--- src/rtl/mm_master_arbiter_if.sv ---
// Requester-side and write/read-master-side signals of mm_master_arbiter.
// master modport is the arbiter's view; slave modport is the clients plus master instances.
interface mm_master_arbiter_if #(
  parameter int ADDRESSWIDTH = 28,
  parameter int DATAWIDTH    = 32
);
  logic [1:0]                  req_valid;
  logic [1:0]                  req_write;
  logic [2*ADDRESSWIDTH-1:0]   req_address;
  logic [2*DATAWIDTH-1:0]      req_wdata;
  logic [1:0]                  req_ready;
  logic [1:0]                  rsp_valid;
  logic [DATAWIDTH-1:0]        rsp_rdata;
  logic                        rsp_error;
  logic                        busy;

  logic                        write_control_done;
  logic                        write_control_fixed_location;
  logic [ADDRESSWIDTH-1:0]     write_control_write_base;
  logic [ADDRESSWIDTH-1:0]     write_control_write_length;
  logic                        write_control_go;
  logic                        write_user_write_buffer;
  logic [DATAWIDTH-1:0]        write_user_buffer_data;
  logic                        write_user_buffer_full;

  logic                        read_control_done;
  logic                        read_control_fixed_location;
  logic [ADDRESSWIDTH-1:0]     read_control_read_base;
  logic [ADDRESSWIDTH-1:0]     read_control_read_length;
  logic                        read_control_go;
  logic                        read_user_read_buffer;
  logic [DATAWIDTH-1:0]        read_user_buffer_output_data;
  logic                        read_user_data_available;

  modport master (
    input  req_valid, req_write, req_address, req_wdata,
    output req_ready, rsp_valid, rsp_rdata, rsp_error, busy,
    input  write_control_done, write_user_buffer_full,
    output write_control_fixed_location, write_control_write_base, write_control_write_length,
    output write_control_go, write_user_write_buffer, write_user_buffer_data,
    input  read_control_done, read_user_buffer_output_data, read_user_data_available,
    output read_control_fixed_location, read_control_read_base, read_control_read_length,
    output read_control_go, read_user_read_buffer
  );

  modport slave (
    output req_valid, req_write, req_address, req_wdata,
    input  req_ready, rsp_valid, rsp_rdata, rsp_error, busy,
    output write_control_done, write_user_buffer_full,
    input  write_control_fixed_location, write_control_write_base, write_control_write_length,
    input  write_control_go, write_user_write_buffer, write_user_buffer_data,
    output read_control_done, read_user_buffer_output_data, read_user_data_available,
    input  read_control_fixed_location, read_control_read_base, read_control_read_length,
    input  read_control_go, read_user_read_buffer
  );
endinterface

--- src/rtl/mm_master_arbiter.sv ---
// Round-robin arbiter sharing one write master and one read master between two single-word
// requesters; one transaction in flight, grant->rsp 4 cycles (write) / 5 (read) minimum.
module mm_master_arbiter #(
  parameter int ADDRESSWIDTH    = 28,
  parameter int DATAWIDTH       = 32,
  parameter int BYTEENABLEWIDTH = 4,
  parameter int TIMEOUT_CYCLES  = 1024
) (
  input  logic                 clk,
  input  logic                 reset,
  mm_master_arbiter_if.master  bus
);
  localparam int CW = (TIMEOUT_CYCLES > 1) ? $clog2(TIMEOUT_CYCLES) : 1;
  localparam logic [CW-1:0] CNT_LAST = CW'(TIMEOUT_CYCLES - 1);

  typedef enum logic [2:0] {IDLE, WR_PUSH, WR_WAIT, RD_GO, RD_WAIT, RD_POP, RESP} state_t;

  state_t                  state_q, state_d;
  logic                    id_q, id_d;
  logic                    wr_q, wr_d;
  logic                    last_grant_q, last_grant_d;
  logic                    err_q, err_d;
  logic [ADDRESSWIDTH-1:0] addr_q, addr_d;
  logic [DATAWIDTH-1:0]    wdata_q, wdata_d;
  logic [DATAWIDTH-1:0]    rdata_q, rdata_d;
  logic [CW-1:0]           cnt_q, cnt_d;

  logic       grant_id;
  logic [1:0] ready;
  logic [1:0] rsp;
  logic       wr_go, wr_push, rd_go, rd_pop;
  logic       timed_out;

  // Alternate only under contention; a lone requester always wins.
  assign grant_id  = (bus.req_valid == 2'b11) ? ~last_grant_q : bus.req_valid[1];
  assign timed_out = (cnt_q == CNT_LAST);

  always_comb begin
    state_d      = state_q;
    id_d         = id_q;
    wr_d         = wr_q;
    addr_d       = addr_q;
    wdata_d      = wdata_q;
    rdata_d      = rdata_q;
    err_d        = err_q;
    last_grant_d = last_grant_q;
    cnt_d        = cnt_q;
    ready        = '0;
    rsp          = '0;
    wr_go        = 1'b0;
    wr_push      = 1'b0;
    rd_go        = 1'b0;
    rd_pop       = 1'b0;
    case (state_q)
      IDLE: begin
        if (|bus.req_valid && !reset) begin
          ready[grant_id] = 1'b1;
          id_d    = grant_id;
          wr_d    = bus.req_write[grant_id];
          addr_d  = grant_id ? bus.req_address[2*ADDRESSWIDTH-1:ADDRESSWIDTH]
                             : bus.req_address[ADDRESSWIDTH-1:0];
          wdata_d = grant_id ? bus.req_wdata[2*DATAWIDTH-1:DATAWIDTH]
                             : bus.req_wdata[DATAWIDTH-1:0];
          state_d = bus.req_write[grant_id] ? WR_PUSH : RD_GO;
        end
      end
      WR_PUSH: begin
        if (!bus.write_user_buffer_full) begin
          wr_go   = 1'b1;
          wr_push = 1'b1;
          cnt_d   = '0;
          state_d = WR_WAIT;
        end
      end
      WR_WAIT: begin
        cnt_d = cnt_q + 1'b1;
        // done is still high from the previous transfer during the first wait cycle
        if (cnt_q != '0 && bus.write_control_done) begin
          rdata_d = '0;
          err_d   = 1'b0;
          state_d = RESP;
        end else if (timed_out) begin
          rdata_d = '0;
          err_d   = 1'b1;
          state_d = RESP;
        end
      end
      RD_GO: begin
        rd_go   = 1'b1;
        cnt_d   = '0;
        state_d = RD_WAIT;
      end
      RD_WAIT: begin
        cnt_d = cnt_q + 1'b1;
        if (cnt_q != '0 && bus.read_control_done && bus.read_user_data_available) begin
          state_d = RD_POP;
        end else if (timed_out) begin
          rdata_d = '0;
          err_d   = 1'b1;
          state_d = RESP;
        end
      end
      RD_POP: begin
        rd_pop  = 1'b1;
        rdata_d = bus.read_user_buffer_output_data;
        err_d   = 1'b0;
        state_d = RESP;
      end
      RESP: begin
        rsp[id_q]    = 1'b1;
        last_grant_d = id_q;
        state_d      = IDLE;
      end
      default: state_d = IDLE;
    endcase
  end

  always_ff @(posedge clk or posedge reset) begin
    if (reset) begin
      state_q      <= IDLE;
      id_q         <= 1'b0;
      wr_q         <= 1'b0;
      last_grant_q <= 1'b1;
      err_q        <= 1'b0;
      addr_q       <= '0;
      wdata_q      <= '0;
      rdata_q      <= '0;
      cnt_q        <= '0;
    end else begin
      state_q      <= state_d;
      id_q         <= id_d;
      wr_q         <= wr_d;
      last_grant_q <= last_grant_d;
      err_q        <= err_d;
      addr_q       <= addr_d;
      wdata_q      <= wdata_d;
      rdata_q      <= rdata_d;
      cnt_q        <= cnt_d;
    end
  end

  assign bus.req_ready = ready;
  assign bus.rsp_valid = rsp;
  assign bus.rsp_rdata = rdata_q;
  assign bus.rsp_error = err_q;
  assign bus.busy      = (state_q != IDLE);

  assign bus.write_control_fixed_location = 1'b1;
  assign bus.write_control_write_base     = addr_q;
  assign bus.write_control_write_length   = ADDRESSWIDTH'(BYTEENABLEWIDTH);
  assign bus.write_control_go             = wr_go;
  assign bus.write_user_write_buffer      = wr_push;
  assign bus.write_user_buffer_data       = wdata_q;

  assign bus.read_control_fixed_location = 1'b1;
  assign bus.read_control_read_base      = addr_q;
  assign bus.read_control_read_length    = ADDRESSWIDTH'(BYTEENABLEWIDTH);
  assign bus.read_control_go             = rd_go;
  assign bus.read_user_read_buffer       = rd_pop;
endmodule

--- src/flat_wrapper.sv ---
// flat-port wrapper written by rule: the top's interface ports become plain ports
module mm_master_arbiter_flat 
#(
  parameter int ADDRESSWIDTH    = 28,
  parameter int DATAWIDTH       = 32,
  parameter int BYTEENABLEWIDTH = 4,
  parameter int TIMEOUT_CYCLES  = 1024
)
  (clk, reset, bus_req_valid, bus_req_write, bus_req_address, bus_req_wdata, bus_req_ready, bus_rsp_valid, bus_rsp_rdata, bus_rsp_error, bus_busy, bus_write_control_done, bus_write_user_buffer_full, bus_write_control_fixed_location, bus_write_control_write_base, bus_write_control_write_length, bus_write_control_go, bus_write_user_write_buffer, bus_write_user_buffer_data, bus_read_control_done, bus_read_user_buffer_output_data, bus_read_user_data_available, bus_read_control_fixed_location, bus_read_control_read_base, bus_read_control_read_length, bus_read_control_go, bus_read_user_read_buffer);
  mm_master_arbiter_if #(.ADDRESSWIDTH(ADDRESSWIDTH), .DATAWIDTH(DATAWIDTH)) bus_i ();
  input  logic clk;
  input  logic reset;
  input wire logic [$bits(bus_i.req_valid)-1:0] bus_req_valid;
  input wire logic [$bits(bus_i.req_write)-1:0] bus_req_write;
  input wire logic [$bits(bus_i.req_address)-1:0] bus_req_address;
  input wire logic [$bits(bus_i.req_wdata)-1:0] bus_req_wdata;
  output wire logic [$bits(bus_i.req_ready)-1:0] bus_req_ready;
  output wire logic [$bits(bus_i.rsp_valid)-1:0] bus_rsp_valid;
  output wire logic [$bits(bus_i.rsp_rdata)-1:0] bus_rsp_rdata;
  output wire logic [$bits(bus_i.rsp_error)-1:0] bus_rsp_error;
  output wire logic [$bits(bus_i.busy)-1:0] bus_busy;
  input wire logic [$bits(bus_i.write_control_done)-1:0] bus_write_control_done;
  input wire logic [$bits(bus_i.write_user_buffer_full)-1:0] bus_write_user_buffer_full;
  output wire logic [$bits(bus_i.write_control_fixed_location)-1:0] bus_write_control_fixed_location;
  output wire logic [$bits(bus_i.write_control_write_base)-1:0] bus_write_control_write_base;
  output wire logic [$bits(bus_i.write_control_write_length)-1:0] bus_write_control_write_length;
  output wire logic [$bits(bus_i.write_control_go)-1:0] bus_write_control_go;
  output wire logic [$bits(bus_i.write_user_write_buffer)-1:0] bus_write_user_write_buffer;
  output wire logic [$bits(bus_i.write_user_buffer_data)-1:0] bus_write_user_buffer_data;
  input wire logic [$bits(bus_i.read_control_done)-1:0] bus_read_control_done;
  input wire logic [$bits(bus_i.read_user_buffer_output_data)-1:0] bus_read_user_buffer_output_data;
  input wire logic [$bits(bus_i.read_user_data_available)-1:0] bus_read_user_data_available;
  output wire logic [$bits(bus_i.read_control_fixed_location)-1:0] bus_read_control_fixed_location;
  output wire logic [$bits(bus_i.read_control_read_base)-1:0] bus_read_control_read_base;
  output wire logic [$bits(bus_i.read_control_read_length)-1:0] bus_read_control_read_length;
  output wire logic [$bits(bus_i.read_control_go)-1:0] bus_read_control_go;
  output wire logic [$bits(bus_i.read_user_read_buffer)-1:0] bus_read_user_read_buffer;
  assign bus_i.req_valid = bus_req_valid;
  assign bus_i.req_write = bus_req_write;
  assign bus_i.req_address = bus_req_address;
  assign bus_i.req_wdata = bus_req_wdata;
  assign bus_req_ready = bus_i.req_ready;
  assign bus_rsp_valid = bus_i.rsp_valid;
  assign bus_rsp_rdata = bus_i.rsp_rdata;
  assign bus_rsp_error = bus_i.rsp_error;
  assign bus_busy = bus_i.busy;
  assign bus_i.write_control_done = bus_write_control_done;
  assign bus_i.write_user_buffer_full = bus_write_user_buffer_full;
  assign bus_write_control_fixed_location = bus_i.write_control_fixed_location;
  assign bus_write_control_write_base = bus_i.write_control_write_base;
  assign bus_write_control_write_length = bus_i.write_control_write_length;
  assign bus_write_control_go = bus_i.write_control_go;
  assign bus_write_user_write_buffer = bus_i.write_user_write_buffer;
  assign bus_write_user_buffer_data = bus_i.write_user_buffer_data;
  assign bus_i.read_control_done = bus_read_control_done;
  assign bus_i.read_user_buffer_output_data = bus_read_user_buffer_output_data;
  assign bus_i.read_user_data_available = bus_read_user_data_available;
  assign bus_read_control_fixed_location = bus_i.read_control_fixed_location;
  assign bus_read_control_read_base = bus_i.read_control_read_base;
  assign bus_read_control_read_length = bus_i.read_control_read_length;
  assign bus_read_control_go = bus_i.read_control_go;
  assign bus_read_user_read_buffer = bus_i.read_user_read_buffer;
  mm_master_arbiter #(.ADDRESSWIDTH(ADDRESSWIDTH), .DATAWIDTH(DATAWIDTH), .BYTEENABLEWIDTH(BYTEENABLEWIDTH), .TIMEOUT_CYCLES(TIMEOUT_CYCLES)) u_core (.clk(clk), .reset(reset), .bus(bus_i));
endmodule
--- config.mk ---
export PLATFORM = sky130hd
export DESIGN_NAME = mm_master_arbiter_flat
export DESIGN_NICKNAME = d
export VERILOG_FILES = /design/src/rtl/mm_master_arbiter_if.sv /design/src/rtl/mm_master_arbiter.sv /design/src/flat_wrapper.sv
export SDC_FILE = /design/constraint.sdc
export NUM_CORES = 1
export LEC_CHECK = 0
export CELL_PAD_IN_SITES_DETAIL_PLACEMENT = 1
export CELL_PAD_IN_SITES_GLOBAL_PLACEMENT = 2
export CORE_ASPECT_RATIO = 1.75
export CORE_MARGIN = 4
export CORE_UTILIZATION = 19
export DETAILED_ROUTE_END_ITERATION = 8
export PLACE_DENSITY_LB_ADDON = 0.1
export SLEW_MARGIN = 20
export SYNTH_ARGS = -nofsm -noshare
export SYNTH_HDL_FRONTEND = slang
export SYNTH_SLANG_ARGS = --single-unit
--- constraint.sdc ---
create_clock -name clk -period 3.1 [get_ports clk]
set_input_delay 0.465 -clock clk [delete_from_list [all_inputs] [get_ports clk]]
set_output_delay 0.465 -clock clk [all_outputs]
set_load 0.02 [all_outputs]
==> metrics.md <==
| Metric | Value |
|---|---|
| Post-layout util | `slightly above 30%` |
| Drt first pass iters | `4` |
| Hold_sp | `u_core.bus.write_user_buffer_data[17]` |
| Clock transition at path regs | `0.08 ns` |
| CTS Buf Count | `9` |
| Mapped Cells | `roughly 540` |
| Cell Area, Synth | `between 5000 and 6000 µm²` |
| Post-CTS setup buffers | `0` |
| Pwr Total | `7.80 mW` |
| RSZ-0062 raised after global routing | `no` |
| Slowest CP cell | `clkdlybuf4s50_1` |
| DP Area | `8490 µm²` |
| Most frequent cells in the layout | `clkdlybuf4s50_1 (290), dfrtp_1 (107), o21ai_0 (71)` |
| Register area share after synthesis | `48.5%` |
| Largest net degree at the start of global routing | `between 100 and 150` |
| FF-to-FF End | `u_core.bus.rsp_rdata[19]` |
| P per Cell Area | `888 nW/µm²` |
| Internal reg-to-reg setup slack | `between 0.8 and 0.9 ns` |
| Worst slew pin tran | `around 0.74 ns` |
| Worst Path Arrival | `approximately 2.2 ns` |
| Synth cell types | `45` |
| Peak Freq | `374 MHz` |
| Initial antenna violation count | `0` |
| Final period utilization | `between 80% and 90%` |
| DR vias/cell | `~4.0` |
| H-tree depth | `3` |
| CTS sink cnt | `~110` |
| WP buf/inv | `2` |
| Post-Route WL | `around 21000 µm` |
| Die height | `235 µm` |
| Input/output buffers | `just under 300` |
| Ys async rst share | `100%` |
| Hold EP | `u_core.bus.write_user_buffer_data[17]` |
| Core area | `between 20000 and 30000 µm²` |
| Fraction of layout cells with a size suffix above 1 | `around 5.4%` |
| Worst Hold Margin | `between 0.4 and 0.5 ns` |
| Lkg Pwr | `3.85 nW` |
| GPL Wtd Cong | `between 0.7 and 0.8` |
| Max Cap Viol | `0` |
| 1st-iter DRT viols | `between 90 and 100` |
| Root buf cell | `clkbuf_16` |
| Endpoints failing hold | `0` |
| #FFs+latches synth | `108` |
| Outcome | `completed` |
| Clock period minus final worst setup slack | `between 2 and 3 ns` |
| Worst hold path depth | `2` |
| Drt drc | `0` |
| Fin Setup TNS | `0 ns` |
| Worst-path cell chain | `clkdlybuf4s50_1 -> nor2_1 -> nor2_1 -> nand2_4 -> nor2_1 -> clkdlybuf4s50_1` |
| FF-to-FF Start | `u_core.state_q[1]` |
| EDFF count, synth | `0` |
| Post-Route Skew | `0.00941 ns` |
| Die width | `between 100 and 150 µm` |
| First-pass GRT wire length | `around 30000 µm` |
| # hold bufs at CTS | `0` |
| Overflow left after global routing | `0` |
| Nets | `between 900 and 1000` |
| Layout Cells excl Fill | `between 1000 and 1500` |
| WL/cell | `approximately 18 µm` |
| # diodes | `0` |
| Die area | `about 32000 µm²` |
| R2r worst-path depth | `7` |
| Max FO, Critical Path | `3` |
| Hold Crit Class | `register to register` |
| Top FF cell, synth | `dfrtp_1` |
| Rows | `82` |
| All-Layer GR Usage | `around 13%` |
| Post-Syn Area per Cell | `between 10 and 15 µm²` |
| DP Worst Slack | `~0.40 ns` |
| Clock Latency Late Sink | `roughly 0.38 ns` |
| PostCTS Resize Cnt | `0` |
| WP data required | `around 2.6 ns` |
| HPWL after DPL | `approximately 17000 µm` |
| YS warnings | `0` |
| Biggest cell delay along the critical path | `0.67 ns` |
| Ports | `350` |
| CTS tree | `yes` |
| Final std cell area, no fill | `between 8000 and 9000 µm²` |
| Vias in the first global route | `5010` |
| Clock buffer depth | `2` |
| Crit start category | `primary input` |
| Cell mode on critical path | `nor2_1` |
| Normalized max-slew margin | `approximately 50%` |
| Final worst setup slack | `about 0.43 ns` |
| CP endpoint kind | `output pin` |
| Dpl cells | `roughly 1200` |
| Final setup fails | `0` |
| Slew Limit Fails | `0` |
| VDD IR max | `0.283 mV` |
| Area Overhead vs Synth | `57.6%` |
| CP Class | `primary input to output pin` |
| Routed Antenna Nets | `0` |
| Starting Density | `roughly a fifth` |
| Top delay family on crit path | `buffers and inverters` |
| DR vias | `4655` |
| Commonest non-fill, non-tap cell in the layout | `clkdlybuf4s50_1` |
-- cell type report --
type | instances | area [µm²]
Fill cell | 3254 | 20100
Timing Repair Buffer | 299 | 3020
Sequential cell | 108 | 2700
Clock buffer | 9 | 225
Clock inverter | 7 | 60.1
Tap cell | 378 | 473
Multi-Input combinational cell | 366 | 2270
Inverter | 4 | 18.8
-- cell usage after synthesis (all sizes together), types with 2 or more instances --
cell / instances / area share, %
dfrtp: 107 / 48
buf: 99 / 13
o21ai: 73 / 7.0
nand2: 69 / 4.6
mux2i: 61 / 11
a22o: 34 / 5.4
clkbuf: 18 / 1.2
nor2: 16 / 1.2
and3: 7 / 0.81
a21oi: 5 / 0.45
nor2b: 5 / 0.56
inv: 4 / 0.27
nand3: 4 / 0.36
nor3: 4 / 0.45
a21o: 3 / 0.40
and3b: 3 / 0.47
a221oi: 2 / 0.31
conb: 2 / 0.13
ha: 2 / 0.45
nand2b: 2 / 0.27
nor4: 2 / 0.49
o2111ai: 2 / 0.31
xnor2: 2 / 0.31
-- state kept, by name, indices dropped and copies added (netlist names) --
signal,flops
u_core.state_q,3
u_core.bus.read_control_read_base,28
u_core.bus.rsp_rdata,32
u_core.id_q,1
u_core.last_grant_q,1
u_core.bus.rsp_error,1
u_core.cnt_q,10
u_core.bus.write_user_buffer_data,32
-- how the worst max path moves through the flow --
stage                                  from                     endpoint  slack [ns]  cells past startpoint
after floorplan           u_core.state_q[0]  bus_write_user_write_buffer        0.88                      3
after global routing       bus_req_valid[0]             bus_req_ready[0]        0.28                      6
final                      bus_req_valid[0]             bus_req_ready[0]        0.43                      6
after global placement     bus_req_valid[0]             bus_req_ready[0]        0.43                      6
after CTS                 u_core.state_q[1]             bus_req_ready[0]        0.38                      5
after detailed placement   bus_req_valid[0]             bus_req_ready[0]        0.40                      6
-- report_power, final --
| group | switching, mW | internal, mW | leakage (nW) |
|---|---|---|---|
| combinational | 2.25 | 1.95 | 2.33 |
| clock | 0.608 | 0.558 | 0.137 |
| sequential | 0.444 | 1.99 | 1.39 |
| total | 3.30 | 4.50 | 3.85 |
-- worst min-delay path: cells and delay by family (launching register included) --
family	cells	cell delay, ns
and+or+nand+nor	1	0.04
DFF	1	0.35
AOI/OAI and AO/OA	1	0.06
-- routing by layer --
metal  part of all wire [%]  track usage (%)  vias up  routed length [µm]
met2                     57             24.4      180               12100
met3                    6.3             2.40       19                1330
met1                     34             12.8     2234                7280
met4                    2.5             5.68        0                 535
met5                      0                0        -                   0
li1                       -                -     2222                   -
-- cells by family after synthesis --
family          count (synthesis)  share of synthesized area (%)
simple gates                  117                           9.88
buf+inv                       121                           14.7
xor+xnor                        3                          0.472
other cells                     2                          0.135
mux                            61                           11.0
fa+ha+maj                       2                          0.449
compound gates                125                           14.8
flops                         108                           48.5
(Power assumes the default switching activity.)
